==> src/rtl/dlx_pkg.sv <==
// Shared definitions for the DLX pipeline hazard/stall controller.
// Contents:
//   REG_IDX_W     - register-index width
//   REG_ZERO      - index of the hard-wired zero register
//   pipe_state_t  - controller FSM states (run, load-use stall, memory wait)
package dlx_pkg;

  localparam int unsigned REG_IDX_W = 5;
  localparam logic [REG_IDX_W-1:0] REG_ZERO = 5'd0;

  typedef enum logic [1:0] {
    StRun     = 2'd0,
    StLuStall = 2'd1,
    StMemWait = 2'd2
  } pipe_state_t;

endpackage

==> src/rtl/dlx_hazard_cmp.sv <==
// Load-use hazard comparator (purely combinational).
// Ports:
//   Rs1, Rs2 - source registers of the instruction in ID
//   Rd       - destination register of the instruction in EX
//   load     - EX instruction is a load
//   hazard   - ID instruction needs the load result before it is available
module dlx_hazard_cmp
  import dlx_pkg::*;
(
  input  logic [REG_IDX_W-1:0] Rs1,
  input  logic [REG_IDX_W-1:0] Rs2,
  input  logic [REG_IDX_W-1:0] Rd,
  input  logic                 load,
  output logic                 hazard
);

  // Writes to r0 are discarded, so a load targeting r0 never creates a dependency.
  assign hazard = load && (Rd != REG_ZERO) && ((Rd == Rs1) || (Rd == Rs2));

endmodule

==> src/rtl/dlx_pipe_ctrl.sv <==
// DLX pipeline control: resolves memory-wait, taken-branch and load-use events into
// per-stage stall / bubble / flush commands, with optional performance counters.
// Optional feature: define DLX_PERF_CNT_EN to build the saturating stall/flush counters;
// otherwise stall_cnt and flush_cnt are tied to zero.
// Parameters:
//   LU_STALL_CYCLES - load-use stall length in cycles (1..3)
//   CNT_W           - performance counter width
// Ports:
//   clk, reset                    - clock, asynchronous active-high reset
//   Rs1_ID, Rs2_ID                - sources of the ID instruction
//   Rd_EX, d_load_enable_EX       - EX destination and EX-is-load
//   pc_cmd_EX                     - branch/jump taken in EX
//   d_req_MEM, d_ready_MEM        - MEM data access pending / acknowledged
//   stall_IF, stall_ID, stall_EX  - hold pipeline registers
//   bubble_EX                     - load a NOP into ID/EX
//   flush_ID, flush_EX            - squash IF/ID and ID/EX
//   stall_cnt, flush_cnt          - performance counters
module dlx_pipe_ctrl
  import dlx_pkg::*;
#(
  parameter int unsigned LU_STALL_CYCLES = 1,
  parameter int unsigned CNT_W           = 32
) (
  input  logic                 clk,
  input  logic                 reset,
  input  logic [REG_IDX_W-1:0] Rs1_ID,
  input  logic [REG_IDX_W-1:0] Rs2_ID,
  input  logic [REG_IDX_W-1:0] Rd_EX,
  input  logic                 d_load_enable_EX,
  input  logic                 pc_cmd_EX,
  input  logic                 d_req_MEM,
  input  logic                 d_ready_MEM,
  output logic                 stall_IF,
  output logic                 stall_ID,
  output logic                 stall_EX,
  output logic                 bubble_EX,
  output logic                 flush_ID,
  output logic                 flush_EX,
  output logic [CNT_W-1:0]     stall_cnt,
  output logic [CNT_W-1:0]     flush_cnt
);

  localparam int unsigned LU_W = 2;

  pipe_state_t     state_q, state_d;
  pipe_state_t     ret_q, ret_d;
  logic [LU_W-1:0] lu_cnt_q, lu_cnt_d;
  logic            mem_busy;
  logic            load_use;

  assign mem_busy = d_req_MEM & ~d_ready_MEM;

  dlx_hazard_cmp u_hazard_cmp (
    .Rs1    (Rs1_ID),
    .Rs2    (Rs2_ID),
    .Rd     (Rd_EX),
    .load   (d_load_enable_EX),
    .hazard (load_use)
  );

  // State register
  always_ff @(posedge clk or posedge reset) begin
    if (reset) begin
      state_q  <= StRun;
      ret_q    <= StRun;
      lu_cnt_q <= '0;
    end else begin
      state_q  <= state_d;
      ret_q    <= ret_d;
      lu_cnt_q <= lu_cnt_d;
    end
  end

  // Next-state logic; priority mem_busy > pc_cmd_EX > load_use.
  always_comb begin
    state_d  = state_q;
    ret_d    = ret_q;
    lu_cnt_d = lu_cnt_q;
    unique case (state_q)
      StRun: begin
        if (mem_busy) begin
          state_d = StMemWait;
          ret_d   = StRun;
        end else if (pc_cmd_EX) begin
          // Taken branch flushes the dependent instruction, so no load-use stall.
          state_d = StRun;
        end else if (load_use && (LU_STALL_CYCLES > 1)) begin
          lu_cnt_d = LU_W'(LU_STALL_CYCLES - 1);
          state_d  = StLuStall;
        end
      end
      StLuStall: begin
        // EX holds a bubble here, so pc_cmd_EX cannot legitimately fire.
        if (mem_busy) begin
          state_d = StMemWait;
          ret_d   = StLuStall;
        end else begin
          lu_cnt_d = lu_cnt_q - LU_W'(1);
          if (lu_cnt_q == LU_W'(1)) state_d = StRun;
        end
      end
      StMemWait: begin
        if (!mem_busy) begin
          state_d = ret_q;
          ret_d   = StRun;
        end
      end
      default: state_d = StRun;
    endcase
  end

  // Output logic; gated by reset so a held reset silences the pipeline immediately.
  always_comb begin
    stall_IF  = 1'b0;
    stall_ID  = 1'b0;
    stall_EX  = 1'b0;
    bubble_EX = 1'b0;
    flush_ID  = 1'b0;
    flush_EX  = 1'b0;
    if (!reset) begin
      unique case (state_q)
        StRun: begin
          if (mem_busy) begin
            {stall_IF, stall_ID, stall_EX} = 3'b111;
          end else if (pc_cmd_EX) begin
            {flush_ID, flush_EX} = 2'b11;
          end else if (load_use) begin
            {stall_IF, stall_ID, bubble_EX} = 3'b111;
          end
        end
        StLuStall: begin
          if (mem_busy) begin
            {stall_IF, stall_ID, stall_EX} = 3'b111;
          end else begin
            {stall_IF, stall_ID, bubble_EX} = 3'b111;
          end
        end
        StMemWait: begin
          if (mem_busy) {stall_IF, stall_ID, stall_EX} = 3'b111;
        end
        default: ;
      endcase
    end
  end

`ifdef DLX_PERF_CNT_EN
  logic [CNT_W-1:0] stall_cnt_q, flush_cnt_q;

  // Saturating counters.
  always_ff @(posedge clk or posedge reset) begin
    if (reset) begin
      stall_cnt_q <= '0;
      flush_cnt_q <= '0;
    end else begin
      if (stall_IF && (stall_cnt_q != '1)) stall_cnt_q <= stall_cnt_q + CNT_W'(1);
      if (flush_ID && (flush_cnt_q != '1)) flush_cnt_q <= flush_cnt_q + CNT_W'(1);
    end
  end

  assign stall_cnt = stall_cnt_q;
  assign flush_cnt = flush_cnt_q;
`else
  assign stall_cnt = '0;
  assign flush_cnt = '0;
`endif

endmodule

==> config.mk <==
export PLATFORM = sky130hd
export DESIGN_NAME = dlx_pipe_ctrl
export DESIGN_NICKNAME = d
export VERILOG_FILES = /design/src/rtl/dlx_pkg.sv /design/src/rtl/dlx_hazard_cmp.sv /design/src/rtl/dlx_pipe_ctrl.sv
export SDC_FILE = /design/constraint.sdc
export NUM_CORES = 1
export LEC_CHECK = 0
export BUFFER_PORTS_ARGS = -buffer_cell sky130_fd_sc_hd__clkbuf_2
export CAP_MARGIN = 20
export CORE_ASPECT_RATIO = 1.1
export CORE_MARGIN = 1
export CORE_UTILIZATION = 39
export CTS_CLUSTER_SIZE = 24
export DETAILED_ROUTE_END_ITERATION = 7
export HOLD_SLACK_MARGIN = 0.1
export PLACE_DENSITY = 0.85
export SYNTH_ARGS = -nofsm -noshare
export SYNTH_HDL_FRONTEND = slang
export SYNTH_SLANG_ARGS = --single-unit
==> constraint.sdc <==
create_clock -name clk -period 2.2 [get_ports clk]
set_input_delay 0.22 -clock clk [delete_from_list [all_inputs] [get_ports clk]]
set_output_delay 0.22 -clock clk [all_outputs]
set_load 0.05 [all_outputs]
==> out/metrics.cfg <==
[run_status]
status = completed

[place]
gp_congestion = 0.817
dp_hpwl_mm = 1.09
port_buffers = 26
post-place-cells = 169
pre_cts_ws_ns = 0.465

[yosys]
synth_warnings = 0
synth_edf_count = 0
netlist_top_cells_area = buf_4 (53%), dfrtp_1 (13%), xor2_1 (9.3%)
synth_most_common_cell = buf_4
yosys_register_bits = 5
yosysTopAreaCell = buf_4
synth_top_area_frac = 0.525
async_flop_share = 1.00
avgSynthCellArea_um2 = 7.99
netlist_area_um2 = 943
ys.flop_type = dfrtp_1
synth_cell_types = 25
synth_common_cells = buf_4 (66), xor2_1 (10), nor2_1 (7)
yosysSeqAreaShare = 0.133
netlist_instances = 118

[power_and_ir_drop]
p_leak_uw = 0.000540
clkPwrFrac = 0.168
p_seq_frac = 0.220
power_switching_uw = 381
power_frac_comb = 0.612
power.internal_uw = 253
p_per_area_nw_per_um2 = 703
swShare = 0.601
ir_drop_mv = 0.267

[worst_setup_path]
startpoint_type = primary input
crit_fanout = 8
crit_top_cell = clkbuf_2
cp.required_ns = 1.98
worst-r2r-setup-slack_ns = 0.95
cp_num_buf_inv = 4
crit_type = primary input to primary output
critPathTopFamily = buffers and inverters
r2r-end = lu_cnt_q[1]
arrival_ns = 1.86
cp_cell_sequence = dlygate4sd3_1 -> clkbuf_2 -> inv_1 -> nand2_1 -> o31ai_2 -> clkbuf_2
reg2reg_from = state_q[1]
crit_slowest_cell = dlygate4sd3_1
end_kind = primary output
rr_worst_depth = 3
cp_slowest_stage_delay_ns = 0.54

[clock_network]
clock-root-buffer = clkbuf_4
htreeDepth = 1
cts_sinks = 5
clkTransAtPathRegs_ns = 0.05
cts_buffer_depth = 2
cts_tree = done
clock_latency_ns = 0.24
numCtsBuffers = 3

[layout]
layout-drive-gt1-share = 0.243
area_growth_syn_to_layout_pct = -4.38
stdcell_count = 174
diodes = 0
nets = 167

[hold_path]
worstHoldStart = d_ready_MEM
whs_endpoint = state_q[0]
hold_depth = 3
holdCritPathClass = primary input to flop

[global_route]
grt_overflow = 0
top_usage_layer = met2
grt_pass1_vias = 443
grt_pass1_wl_mm = 1.66
met3_usage = 0.0169
grt_usage = 0.0836
grt_use_met1 = 0.0764
grtUsageMet2 = 0.176
antenna_found_initial = 0
grt_max_degree = 9

[flow_run]
maxCapViolCount = 0

[timing]
clock_skew_ns = 0.00465
finalMaxSlewViolations = 0
setup_tns_ns = 0
rsz0062_at_grt = false
post-route-min-period_ns = 2.08
fmax_ghz = 0.480
period_share = 0.946
setup_violations = 0
holdWs_ns = 0.285
layout_setup_ws_ns = 0.118
hold_violations = 0

[floorplanning]
start_util = 0.415
rows = 18
coreArea_um2 = 2270
die_w_um = 48.9
die_area_um2 = 2620
ios = 91
die_y_um = 53.6

[routing]
drtIter0Drc = 1
vias = 618
wl_per_cell_um = 6.97
dr.pass1.iters = 4
drc = 0
ant_nets = 0
routed_wl_mm = 1.21
vias_per_cell = 3.55

-- placed cells by master, fill, tap and decap left out --
cell           synthesis  routed
nor2_1                 7       7
ha_1                   1       1
or4_4                  1       1
nor3b_2                0       1
clkbuf_4               0       3
and2_1                 1       1
nand3_1                1       1
clkbuf_2               0      25
a21oi_1                1       1
o31ai_2                0       1
dfrtp_1                5       5
clkbuf_1               2       1
nor2b_1                2       2
nand2_1                3       3
buf_2                  0       1
xor2_1                10      10
mux2_1                 1       1
nand2b_1               2       2
a22oi_1                1       1
xnor2_1                2       2
nor3_2                 1       1
dlygate4sd3_1          0       1
o21ai_2                1       1
conb_1                 1      64
nor3_1                 2       2
inv_1                  2       2
o22a_1                 2       2
o41ai_4                0       1
-- cell type report --
type	instances	area, um^2
fillers	242	1370
multi-input cells	106	566
flip-flops and latches	5	125
repair buffers	27	140
inverters	2	7.51
clock buffers	4	26.3
well taps	30	37.5
-- per-layer routing --
layer,share of wire,wire [um]
met5,0,0
met4,0.015,18
met1,0.34,407
met3,0.092,112
met2,0.56,674
-- flip-flops by register name (all words and copies together), names as in the netlist --
register and count:
lu_cnt_q 2, ret_q 1, state_q 2
-- worst max path at each step --
stage / startpoint / end / slack, ns / cells after the start
finish: reset / bubble_EX / 0.12 / 6
global route: reset / flush_ID / 0.006 / 6
CTS: reset / flush_EX / 0.1 / 6
detailed placement: Rd_EX[2] / stall_ID / 0.47 / 6
global placement: Rd_EX[2] / stall_ID / 0.49 / 6
floorplan: state_q[1] / flush_ID / 0.12 / 5
-- worst reg2reg max path, cell delays in order, from the launching register on --
cell and delay, ns:
dfrtp_1 0.47, nor2_1 0.21, nand2_1 0.12, mux2_1 0.33
-- stage by stage --
step / total power (uW) / utilization / area [um^2]
5_1_grt: 671 / 0.397 / 902
3_3_place_gp: 522 / 0.381 / 866
2_1_floorplan: 574 / - / 1200
3_5_place_dp: 528 / 0.381 / 866
6_report: 634 / 0.397 / 902
4_1_cts: 638 / 0.397 / 902
-- kinds of logic after synthesis --
group / synth area share
other: 0.00397
xor gates and xnor gates: 0.111
and+or+nand+nor: 0.119
adders and majority gates: 0.0133
AOI/OAI and AO/OA: 0.0663
DFF: 0.133
buffers and inverters: 0.541
muxes: 0.0119
-- power by group through the flow --
stage / Combinational [uW] / Sequential [uW] / Clock [uW]
5_1_grt: 414 / 144 / 113
3_3_place_gp: 382 / 140 / 0
6_report: 388 / 140 / 107
2_1_floorplan: 444 / 130 / 0
3_5_place_dp: 387 / 141 / 0
4_1_cts: 388 / 140 / 110
-- what timing repair did --
action | in CTS | in global routing
endpoints found under the hold margin | 5 | 0
hold buffers | 1 | 0
buffers inserted | 0 | 0
resized for setup | 0 | 1
endpoints found under the setup margin | 0 | 2
No activity file was read; power rests on OpenSTA's default activity.
